$ cat src/rtl/instr_fetch_unit.sv
// Purpose: fetch-side PC owner; issues instruction-memory reads and queues tagged results for decode.
// Latency: response -> inst_valid next cycle; with 1-cycle memory, request handshake -> inst_valid two cycles later.
// Backpressure: requests gated by credit (in-flight + queued < QDEPTH), so responses are never stalled.
//
// Ports:
//   clock, reset         : clock; synchronous active-low reset
//   redirect_valid/_pc   : one-cycle branch redirect, flushes queued and in-flight fetches
//   mem_req_*            : read request (valid/ready), word address = fetch_pc
//   mem_rsp_*            : in-order read data, always accepted
//   inst_*               : queue head to decode (valid/ready), instruction and its address
//   fetch_pc             : next address to request
module instr_fetch_unit #(
    parameter int                ADDR_W   = 32,
    parameter int                DATA_W   = 32,
    parameter int                QDEPTH   = 4,
    parameter logic [ADDR_W-1:0] RESET_PC = '0
) (
    input  logic              clock,
    input  logic              reset,
    input  logic              redirect_valid,
    input  logic [ADDR_W-1:0] redirect_pc,
    output logic              mem_req_valid,
    input  logic              mem_req_ready,
    output logic [ADDR_W-1:0] mem_req_addr,
    input  logic              mem_rsp_valid,
    input  logic [DATA_W-1:0] mem_rsp_data,
    output logic              inst_valid,
    input  logic              inst_ready,
    output logic [DATA_W-1:0] inst_data,
    output logic [ADDR_W-1:0] inst_pc,
    output logic [ADDR_W-1:0] fetch_pc
);

    localparam int PW = $clog2(QDEPTH);
    localparam int CW = PW + 1;

    logic [ADDR_W-1:0] fetch_pc_q;
    logic [ADDR_W-1:0] rsp_pc_q;
    logic [CW-1:0]     live_q;
    logic [CW-1:0]     drop_q;
    logic [CW-1:0]     count_q;
    logic [PW-1:0]     wr_ptr_q;
    logic [PW-1:0]     rd_ptr_q;
    logic [DATA_W-1:0] data_mem [QDEPTH];
    logic [ADDR_W-1:0] pc_mem   [QDEPTH];

    logic [CW+1:0] credit_used;
    logic          req_fire;
    logic          rsp_keep;
    logic          rsp_drop;
    logic          pop;

    // Every outstanding or queued entry holds one slot; a request is only
    // issued when a slot is guaranteed for its response.
    assign credit_used   = {2'b00, live_q} + {2'b00, drop_q} + {2'b00, count_q};
    assign mem_req_valid = reset && !redirect_valid && (credit_used < (CW+2)'(QDEPTH));
    assign mem_req_addr  = fetch_pc_q;
    assign fetch_pc      = fetch_pc_q;

    assign req_fire = mem_req_valid && mem_req_ready;
    // Responses are in order, so all discarded data precedes any kept data.
    assign rsp_drop = mem_rsp_valid && (drop_q != '0);
    assign rsp_keep = mem_rsp_valid && (drop_q == '0);

    assign inst_valid = (count_q != '0);
    assign inst_data  = data_mem[rd_ptr_q];
    assign inst_pc    = pc_mem[rd_ptr_q];
    assign pop        = inst_valid && inst_ready;

    always_ff @(posedge clock) begin
        if (!reset) begin
            fetch_pc_q <= RESET_PC;
            rsp_pc_q   <= RESET_PC;
            live_q     <= '0;
            drop_q     <= '0;
            count_q    <= '0;
            wr_ptr_q   <= '0;
            rd_ptr_q   <= '0;
            for (int i = 0; i < QDEPTH; i++) begin
                data_mem[i] <= '0;
                pc_mem[i]   <= '0;
            end
        end else if (redirect_valid) begin
            fetch_pc_q <= redirect_pc;
            rsp_pc_q   <= redirect_pc;
            count_q    <= '0;
            wr_ptr_q   <= '0;
            rd_ptr_q   <= '0;
            // All in-flight reads become garbage; a response landing this
            // cycle retires the oldest of them immediately.
            drop_q     <= drop_q + live_q - CW'(mem_rsp_valid);
            live_q     <= '0;
        end else begin
            if (req_fire) begin
                fetch_pc_q <= fetch_pc_q + ADDR_W'(1);
            end
            if (rsp_drop) begin
                drop_q <= drop_q - CW'(1);
            end
            if (rsp_keep) begin
                data_mem[wr_ptr_q] <= mem_rsp_data;
                pc_mem[wr_ptr_q]   <= rsp_pc_q;
                wr_ptr_q           <= wr_ptr_q + PW'(1);
                rsp_pc_q           <= rsp_pc_q + ADDR_W'(1);
            end
            if (pop) begin
                rd_ptr_q <= rd_ptr_q + PW'(1);
            end
            live_q  <= live_q + CW'(req_fire) - CW'(rsp_keep);
            count_q <= count_q + CW'(rsp_keep) - CW'(pop);
        end
    end

    // Protocol sanity: no unsolicited responses, occupancy never exceeds depth.
    always_ff @(posedge clock) begin
        if (reset) begin
            assert (!(mem_rsp_valid && live_q == '0 && drop_q == '0));
            assert (count_q <= CW'(QDEPTH));
        end
    end

endmodule
$ cat config.mk
export PLATFORM = sky130hd
export DESIGN_NAME = instr_fetch_unit
export DESIGN_NICKNAME = d
export VERILOG_FILES = /design/src/rtl/instr_fetch_unit.sv
export SDC_FILE = /design/constraint.sdc
export NUM_CORES = 1
export LEC_CHECK = 0
export BUFFER_PORTS_ARGS = -buffer_cell sky130_fd_sc_hd__buf_2
export CORE_ASPECT_RATIO = 1.5
export CORE_MARGIN = 2
export CORE_UTILIZATION = 25
export CTS_CLUSTER_SIZE = 10
export DETAILED_ROUTE_END_ITERATION = 8
export PLACE_DENSITY = 0.52
export SLEW_MARGIN = 40
export SYNTH_ARGS = -nofsm -noshare
export SYNTH_HDL_FRONTEND = slang
export SYNTH_SLANG_ARGS = --single-unit
$ cat constraint.sdc
create_clock -name clock -period 18.5 [get_ports clock]
set_input_delay 3.7 -clock clock [delete_from_list [all_inputs] [get_ports clock]]
set_output_delay 3.7 -clock clock [all_outputs]
set_load 0.02 [all_outputs]
After elaboration in Yosys (flattened, before gate mapping)
Memories as Yosys holds them, arrays and structs flattened. A register that Yosys moved wholly into a read port is not among the register bits.
Cells that the tools add are included.

word-level totals
  register bits after elaboration = 77
  bits in writable memories = 256
  bits of input ports = 70
  output and inout bits = 130
  logic and storage cells = 61
  memories kept = 2

cells by class
  add/sub/neg operators = 13
  magnitude comparators = 1
  mux-type cells = 21
  bitwise gates (word level) = 1
  reductions and logical operators = 16

memory list
  memory    depth  width  rd ports  clocked after Yosys merged registers in  wr ports  RTL line  text
  data_mem  4      32     1         1                                        4         44        logic [DATA_W-1:0] data_mem [QDEPTH];
  pc_mem    4      32     1         1                                        4         45        logic [ADDR_W-1:0] pc_mem [QDEPTH];

operator list
  cell                     number
  $mux W32                 6
  $add A32 B1 Y32 const B  2
  $reduce_or A32 Y1        2
  $mux W2                  6
  $sub A3 B1 Y3            3
  $mux W1                  7
  $add A3 B1 Y3            2
  $logic_and A1 B1 Y1      6
  $mux W3                  2
  $reduce_bool A2 Y1       3
  $reduce_bool A3 Y1       2
  $add A4 B3 Y5            1
  $lt A5 B3 Y1 const B     1
  $add A2 B1 Y2 const B    2
  $add A3 B3 Y4            1
  $add A3 B3 Y3            1
  $logic_not A3 Y1         1
  $sub A3 B1 Y3 const B    1
  $reduce_or A2 Y1         1
  $logic_not A1 Y1         1
  $not A1 Y1               1

Longest topological paths before layout
Gate-level depths: netlist of run 1.

  depth after elaboration = 8
  gate-level depth with buffers = 18
  mapped depth without buffers = 16

Worst setup path after synthesis of run 1
No wires, ideal clock.

  path kind = in2reg
  start point = input redirect_valid
  end point = memory data_mem[1][0] (enable)
  setup time = 0.581 ns
  arrival = 9.043 ns
  required time = 17.919 ns
  setup slack = 8.876 ns
  stages on the path = 4
  path buffers = 3
  cells stage by stage = buf_2 > buf_1 > buf_1 > o31ai_1

RTL lines
  element      RTL line  text
  from (decl)  20        input logic redirect_valid,
  to (decl)    44

Worst setup path in the final report of run 1
  start point = input redirect_valid
  end point = output mem_req_valid

on the way
  word-level cells in the longest chain between the ends = 3

ends and longest elaborated chain
  element                            RTL line  text
  $logic_not A1 Y1                   56        assign mem_req_valid = reset && !redirect_valid && (credit_used < (CW+2)'(QDEPTH));
  $logic_and A1 B1 Y1 (2 in series)  56
  to (decl)                          22        output logic mem_req_valid,

No other way between the ends.

==> metrics.cfg, run 1 <==
[min_path]
hold_path_class = reg2reg

[final_layout]
mostFrequentLayoutCells = edfxtp_1, buf_2, nor2_1
ff_latch_area_um2 = 9280
multi_input_area_um2 = 5550
fillers = 6331
final_common_cell = edfxtp_1
diodes = 0
final_core_util_pct = 29.9
nets = 1536
layout-drive-gt1-share_pct = 24.7
syn2layout_area_growth_pct = 18.3
stdcell_area_um2 = 18600

[floorplanning]
io_pins = 200
dieArea_um2 = 64900
rows = 112
die_y_um = 311
core_um2 = 62200
start_util_pct = 25.2
die_w_um = 209

[yosys]
syn-instance-count = 1294
syn_nets = 1384
yosys_warnings = 0
synth_edf_count = 256
ys_ff_latch = 335
synth_flop_cell = edfxtp_1
synthTopCellsByArea = edfxtp_1, dfxtp_1, mux4_2
yosys.area.top_type = edfxtp_1
muxShareOfSynthArea_pct = 9.18
syn_area_um2 = 15700
synth_xor_area_share_pct = 2.06
synth.top_cell.area_share_pct = 49.0
synth_top_family_by_area = simple AND/OR/NAND/NOR gates
ys_seq_area_share_pct = 59.0
yosysUniqueCellTypes = 74
synth-adder-area-share_pct = 1.88
synth_area_per_cell_um2 = 12.1
synthArstFlopShare_pct = 0
synth_compound_area_share_pct = 6.42
yosys.area_share.simple_pct = 15.3

[sta]
worst_pin_slew_ns = 0.803
finalHoldViolCount = 0
min_period_ns = 9.54
finalClockSkew_ns = 0.0327
final.period_utilization_pct = 51.6
setup_viol = 0
slew_headroom_pct = 46.5
whs_ns = 0.512
setup_tns_ns = 0
grt_setup_unrepaired = no
fmax_ghz = 0.105
drv_slew = 0

[placement]
place_area_um2 = 17400
portBuffers = 199
dp_hpwl_mm = 27.4
gp_congestion = 0.822

[run]
cap_violations = 0

[detailed_routing]
drcViolationCount = 0
drt_iter0_markers = 589
routed-via-count = 10584
wirelength_mm = 44.1
final_antenna_net_count = 0
viasPerCell = 4.67
post_drt_wl_per_cell_um = 19.5
first_pass_iters = 4

[power_and_ir_drop]
finalPower_w = 0.00190
ir_drop_uv = 53.5
p_per_area_nw_per_um2 = 102
p_leak_nw = 7.08

[clock_tree]
root_buffer = clkbuf_16
clk_latency_ns = 0.57
cts_buffers = 41
postCtsSetupRepairBufs = 0
cts_hold_buf = 0
cts.reportedPaths.clkPinSlew_ns = 0.06
cts_tree = done
clock_sinks = 335
cts.path.max_buffers = 3
cts_max_level = 2
cts_resized = 0

[setup_path]
cp-start-kind = input pin
critPathCaptureType = output port
crit_type = in2out
cp_max_fo = 71
worstPathRequired_ns = 14.80
critPathArrivalTime_ns = 5.84

[global_route]
grt_start_max_net_pins = 72
grtUsageTotal_pct = 13.6
grt_overflow = 0
grt_pass1_vias = 10832
grt_pass1_wl_mm = 66.2
grt_antenna_before_repair = 1

[outcome]
status = finished clean

[per-layer routing]
layer	GRT usage, %	share of wire, %	vias to the layer above
met5	0	0	-
met1	16.5	41	5224
met3	2.63	5.6	61
li1	-	-	4937
met4	4.40	2.6	0
met2	23.9	51	362
[per-stage QoR]
stage          setup WS (ns)  cells
2_1_floorplan           8.88   1294
3_3_place_gp            8.90   2197
3_5_place_dp            8.87   2201
4_1_cts                 8.86   2265
5_1_grt                 8.72   2265
6_report                8.96   2265
[cells by family after synthesis]
logic type | Yosys count
mux | 64
fa+ha+maj | 20
xor+xnor | 37
buf+inv | 205
flops | 335
simple gates | 479
compound gates | 154
[registers in the layout, indices dropped and copies added, names as in the netlist, named ones only]
register	count
rsp_pc_q	32
drop_q	3
pc_mem	128
fetch_pc	32
rd_ptr_q	2
wr_ptr_q	2
data_mem	128
live_q	3
count_q	3
[cells in the mapped netlist, drive strengths merged (6+ instances only)]
cell type	count
a211oi	7
a21oi	37
a31oi	16
and2	67
and4	11
buf	56
clkbuf	53
dfxtp	79
edfxtp	256
fa	6
ha	14
inv	94
mux4	64
nand2	129
nand3	30
nand4	26
nor2	158
nor3	11
nor4	18
o21ai	42
o22ai	6
o31a	7
or3	8
xnor2	21
xor2	16
[report_power, final]
| group | internal [W] | switching, W | leakage (nW) |
|---|---|---|---|
| sequential | 0.000858 | 0.0000327 | 3.30 |
| clock | 0.000425 | 0.000310 | 0.578 |
| combinational | 0.000101 | 0.000175 | 3.20 |
[critical path, cell delays in order]
cell and delay (ns):
buf_2 0.11, buf_4 0.27, clkinv_1 0.10, buf_4 0.54
nand2_1 0.50, nor3_1 0.35, buf_2 0.22
[cell type report]
| class | count | area share (%) |
|---|---|---|
| clock buffer | 56 | 5.88 |
| clock inverter | 8 | 0.512 |
| multi-input combinational | 754 | 29.9 |
| tap | 798 | 5.38 |
| timing repair buffer | 218 | 6.48 |
| inverter | 96 | 1.95 |
| sequential | 335 | 49.9 |
[final timing paths]
kind	from	end	slack (ns)	cells after the start
worst max-delay path	redirect_valid	mem_req_valid	8.96	7
worst min-delay path	fetch_pc[29]$_SDFFE_PN0P_	fetch_pc[29]$_SDFFE_PN0P_	0.51	2
worst max register to register	drop_q[2]$_SDFFE_PN0P_	live_q[2]$_SDFF_PP0_	13.99	15
worst min register to register	fetch_pc[29]$_SDFFE_PN0P_	fetch_pc[29]$_SDFFE_PN0P_	0.51	2
No activity file was read; power rests on OpenSTA's default activity.
==> inputs of run 2 (changes only) <==
Settings changed: PLACE_DENSITY 0.52 to 0.53.
Clock period 18.5 ns to 8.05 ns, I/O delays scaled along.
==> metrics.cfg, run 2 (synthesis gave the netlist of run 1 again) <==
[outcome]
status = finished clean

[placement]
dp_cells = 2201  ; unchanged
portBuffers = 199  ; unchanged
dp_hpwl_mm = 27.9  ; +1.7%
gp_congestion = 0.821  ; -0.13%

[final_layout]
reg.largest.list = data_mem (128), pc_mem (128)
final_common_cell = edfxtp_1
nets = 1535  ; -0.065%
mostFrequentLayoutCells = edfxtp_1, buf_2, nor2_1
layout-drive-gt1-share_pct = 24.6  ; -0.15 points
syn2layout_area_growth_pct = 18.0
final_core_util_pct = 29.8  ; -0.072 points
fillers = 6435  ; +1.6%
stdcell_count = 2263  ; -0.088%

[setup_path]
startpoint = reset
cp.depth = 5  ; -2
r2r-start = live_q[1]$_SDFF_PP0_
crit_top_cell = buf_2
critPathArrivalTime_ns = 3.27  ; -2.57 ns
crit_buf_inv = 3  ; -2
crit_end = mem_req_valid
critPathMaxStageDelay_ns = 0.52  ; -0.02 ns
cp-start-kind = input pin
cp_max_fo = 57  ; -20%
critPathCaptureType = output port
crit_type = in2out
worstPathRequired_ns = 6.44  ; -8.36 ns
slowest_stage = buf_4
r2r_cells = 15  ; unchanged
r2r_end = live_q[2]$_SDFF_PP0_
crit_family = buffers and inverters
cp_cell_sequence = buf_2 > buf_4 > nand2_1 > nor3_1 > buf_2
r2r_setup_slack_ns = 3.55  ; -10.44 ns

[power_and_ir_drop]
ir_drop_uv = 126  ; +130%
finalPower_w = 0.00431  ; +130%
p_per_area_nw_per_um2 = 232  ; +130%
p_leak_nw = 7.06  ; -0.30%

[sta]
drv_slew = 0  ; unchanged
min_period_ns = 4.88
finalClockSkew_ns = 0.0201  ; -0.0126 ns
setup_viol = 0  ; unchanged
finalHoldViolCount = 0  ; unchanged
fmax_ghz = 0.205
grt_setup_unrepaired = no
setup_tns_ns = 0  ; unchanged
slew_headroom_pct = 48.8  ; +2.4 points
final.period_utilization_pct = 60.6
worst_pin_slew_ns = 0.767  ; -0.0354 ns

[clock_tree]
postCtsSetupRepairBufs = 0  ; unchanged
cts_resized = 0  ; unchanged
cts_buffers = 40  ; -2.4%
clock_sinks = 335  ; unchanged
cts.path.max_buffers = 3  ; unchanged
cts_tree = done
cts.reportedPaths.clkPinSlew_ns = 0.05  ; about the same
cts_hold_buf = 0  ; unchanged
cts_max_level = 2  ; unchanged
root_buffer = clkbuf_16
clk_latency_ns = 0.55  ; -0.02 ns

[floorplanning]
rows = 112  ; unchanged
io_pins = 200  ; unchanged
dieArea_um2 = 64900  ; unchanged
die_y_um = 311  ; unchanged
core_um2 = 62200  ; unchanged
die_w_um = 209  ; unchanged
start_util_pct = 25.2  ; unchanged

[global_route]
grtUsageTotal_pct = 13.4  ; -0.17 points
grt_antenna_before_repair = 2  ; +1
grt_start_max_net_pins = 71  ; -1.4%
grt_overflow = 0  ; unchanged
grt_pass1_wl_mm = 66.0  ; -0.26%
grt_pass1_vias = 10832  ; unchanged

[min_path]
hold_path_class = reg2reg

[detailed_routing]
wirelength_mm = 43.8  ; -0.70%
first_pass_iters = 5  ; +1
drcViolationCount = 0  ; unchanged
viasPerCell = 4.72  ; +0.92%
post_drt_wl_per_cell_um = 19.4  ; -0.61%
final_antenna_net_count = 0  ; unchanged
drt_iter0_markers = 599  ; +1.7%
routed-via-count = 10672  ; +0.83%

[run]
cap_violations = 0  ; unchanged

## run 2: cell types whose count changed in the layout (fill, tap and decap cells not counted), sizes merged
cell	before	now
clkinv	7	6
inv	96	95
bufinv	1	0
diode	0	1
## run 2: area by class of cell
cell class                 count  area, µm²  area share (%)
antenna                        1       2.50          0.0135
clock buffer                  56       1080            5.84
clock inverter                 5       58.8           0.317
inverter                      96        362            1.95
multi-input combinational    754       5550            29.9
sequential                   335       9280            50.1
tap                          798        998            5.39
timing repair buffer         218       1200            6.49
## run 2: how the worst min path moves through the flow
stage / slack (ns) / from / to / cells past startpoint
3_3_place_gp: 0.51 / fetch_pc[7]$_SDFFE_PN0P_ / fetch_pc[7]$_SDFFE_PN0P_ / 2
4_1_cts: 0.51 / fetch_pc[29]$_SDFFE_PN0P_ / fetch_pc[29]$_SDFFE_PN0P_ / 2
2_1_floorplan: 0.48 / rsp_pc_q[31]$_SDFFE_PN0P_ / rsp_pc_q[31]$_SDFFE_PN0P_ / 2
6_report: 0.52 / fetch_pc[29]$_SDFFE_PN0P_ / fetch_pc[29]$_SDFFE_PN0P_ / 2
3_5_place_dp: 0.50 / fetch_pc[29]$_SDFFE_PN0P_ / fetch_pc[29]$_SDFFE_PN0P_ / 2
5_1_grt: 0.55 / fetch_pc[29]$_SDFFE_PN0P_ / fetch_pc[29]$_SDFFE_PN0P_ / 2
## run 2: layer usage
metal  up-vias  GRT usage [%]  share of wire [%]
met5         -              0                  0
li1       4941              -                  -
met1      5266           16.6                 41
met4         0           4.90                2.9
met2       394           23.4                 50
met3        71           2.09                5.9
## run 2: per-stage QoR
stage / hold slack (ns) / worst slack [ns] / area [µm²]
3_5_place_dp: 0.498 / 2.72 / 17400
2_1_floorplan: 0.484 / 0.516 / 15700
5_1_grt: 0.548 / 2.95 / 18500
6_report: 0.518 / 3.17 / 18500
3_3_place_gp: 0.507 / 2.77 / 17300
4_1_cts: 0.515 / 3.11 / 18500
## run 2: where the power goes
group / internal [W] / switching [W] / total, W
sequential: 0.00197 / 0.0000785 / 0.00205
combinational: 0.000231 / 0.000399 / 0.000630
clock: 0.000933 / 0.000696 / 0.00163
total: 0.00313 / 0.00117 / 0.00431
## run 2: worst min-delay path, stage by stage (launching register included)
cell and delay, ns:
dfxtp_1 0.34, nand2_1 0.06, o21ai_0 0.06
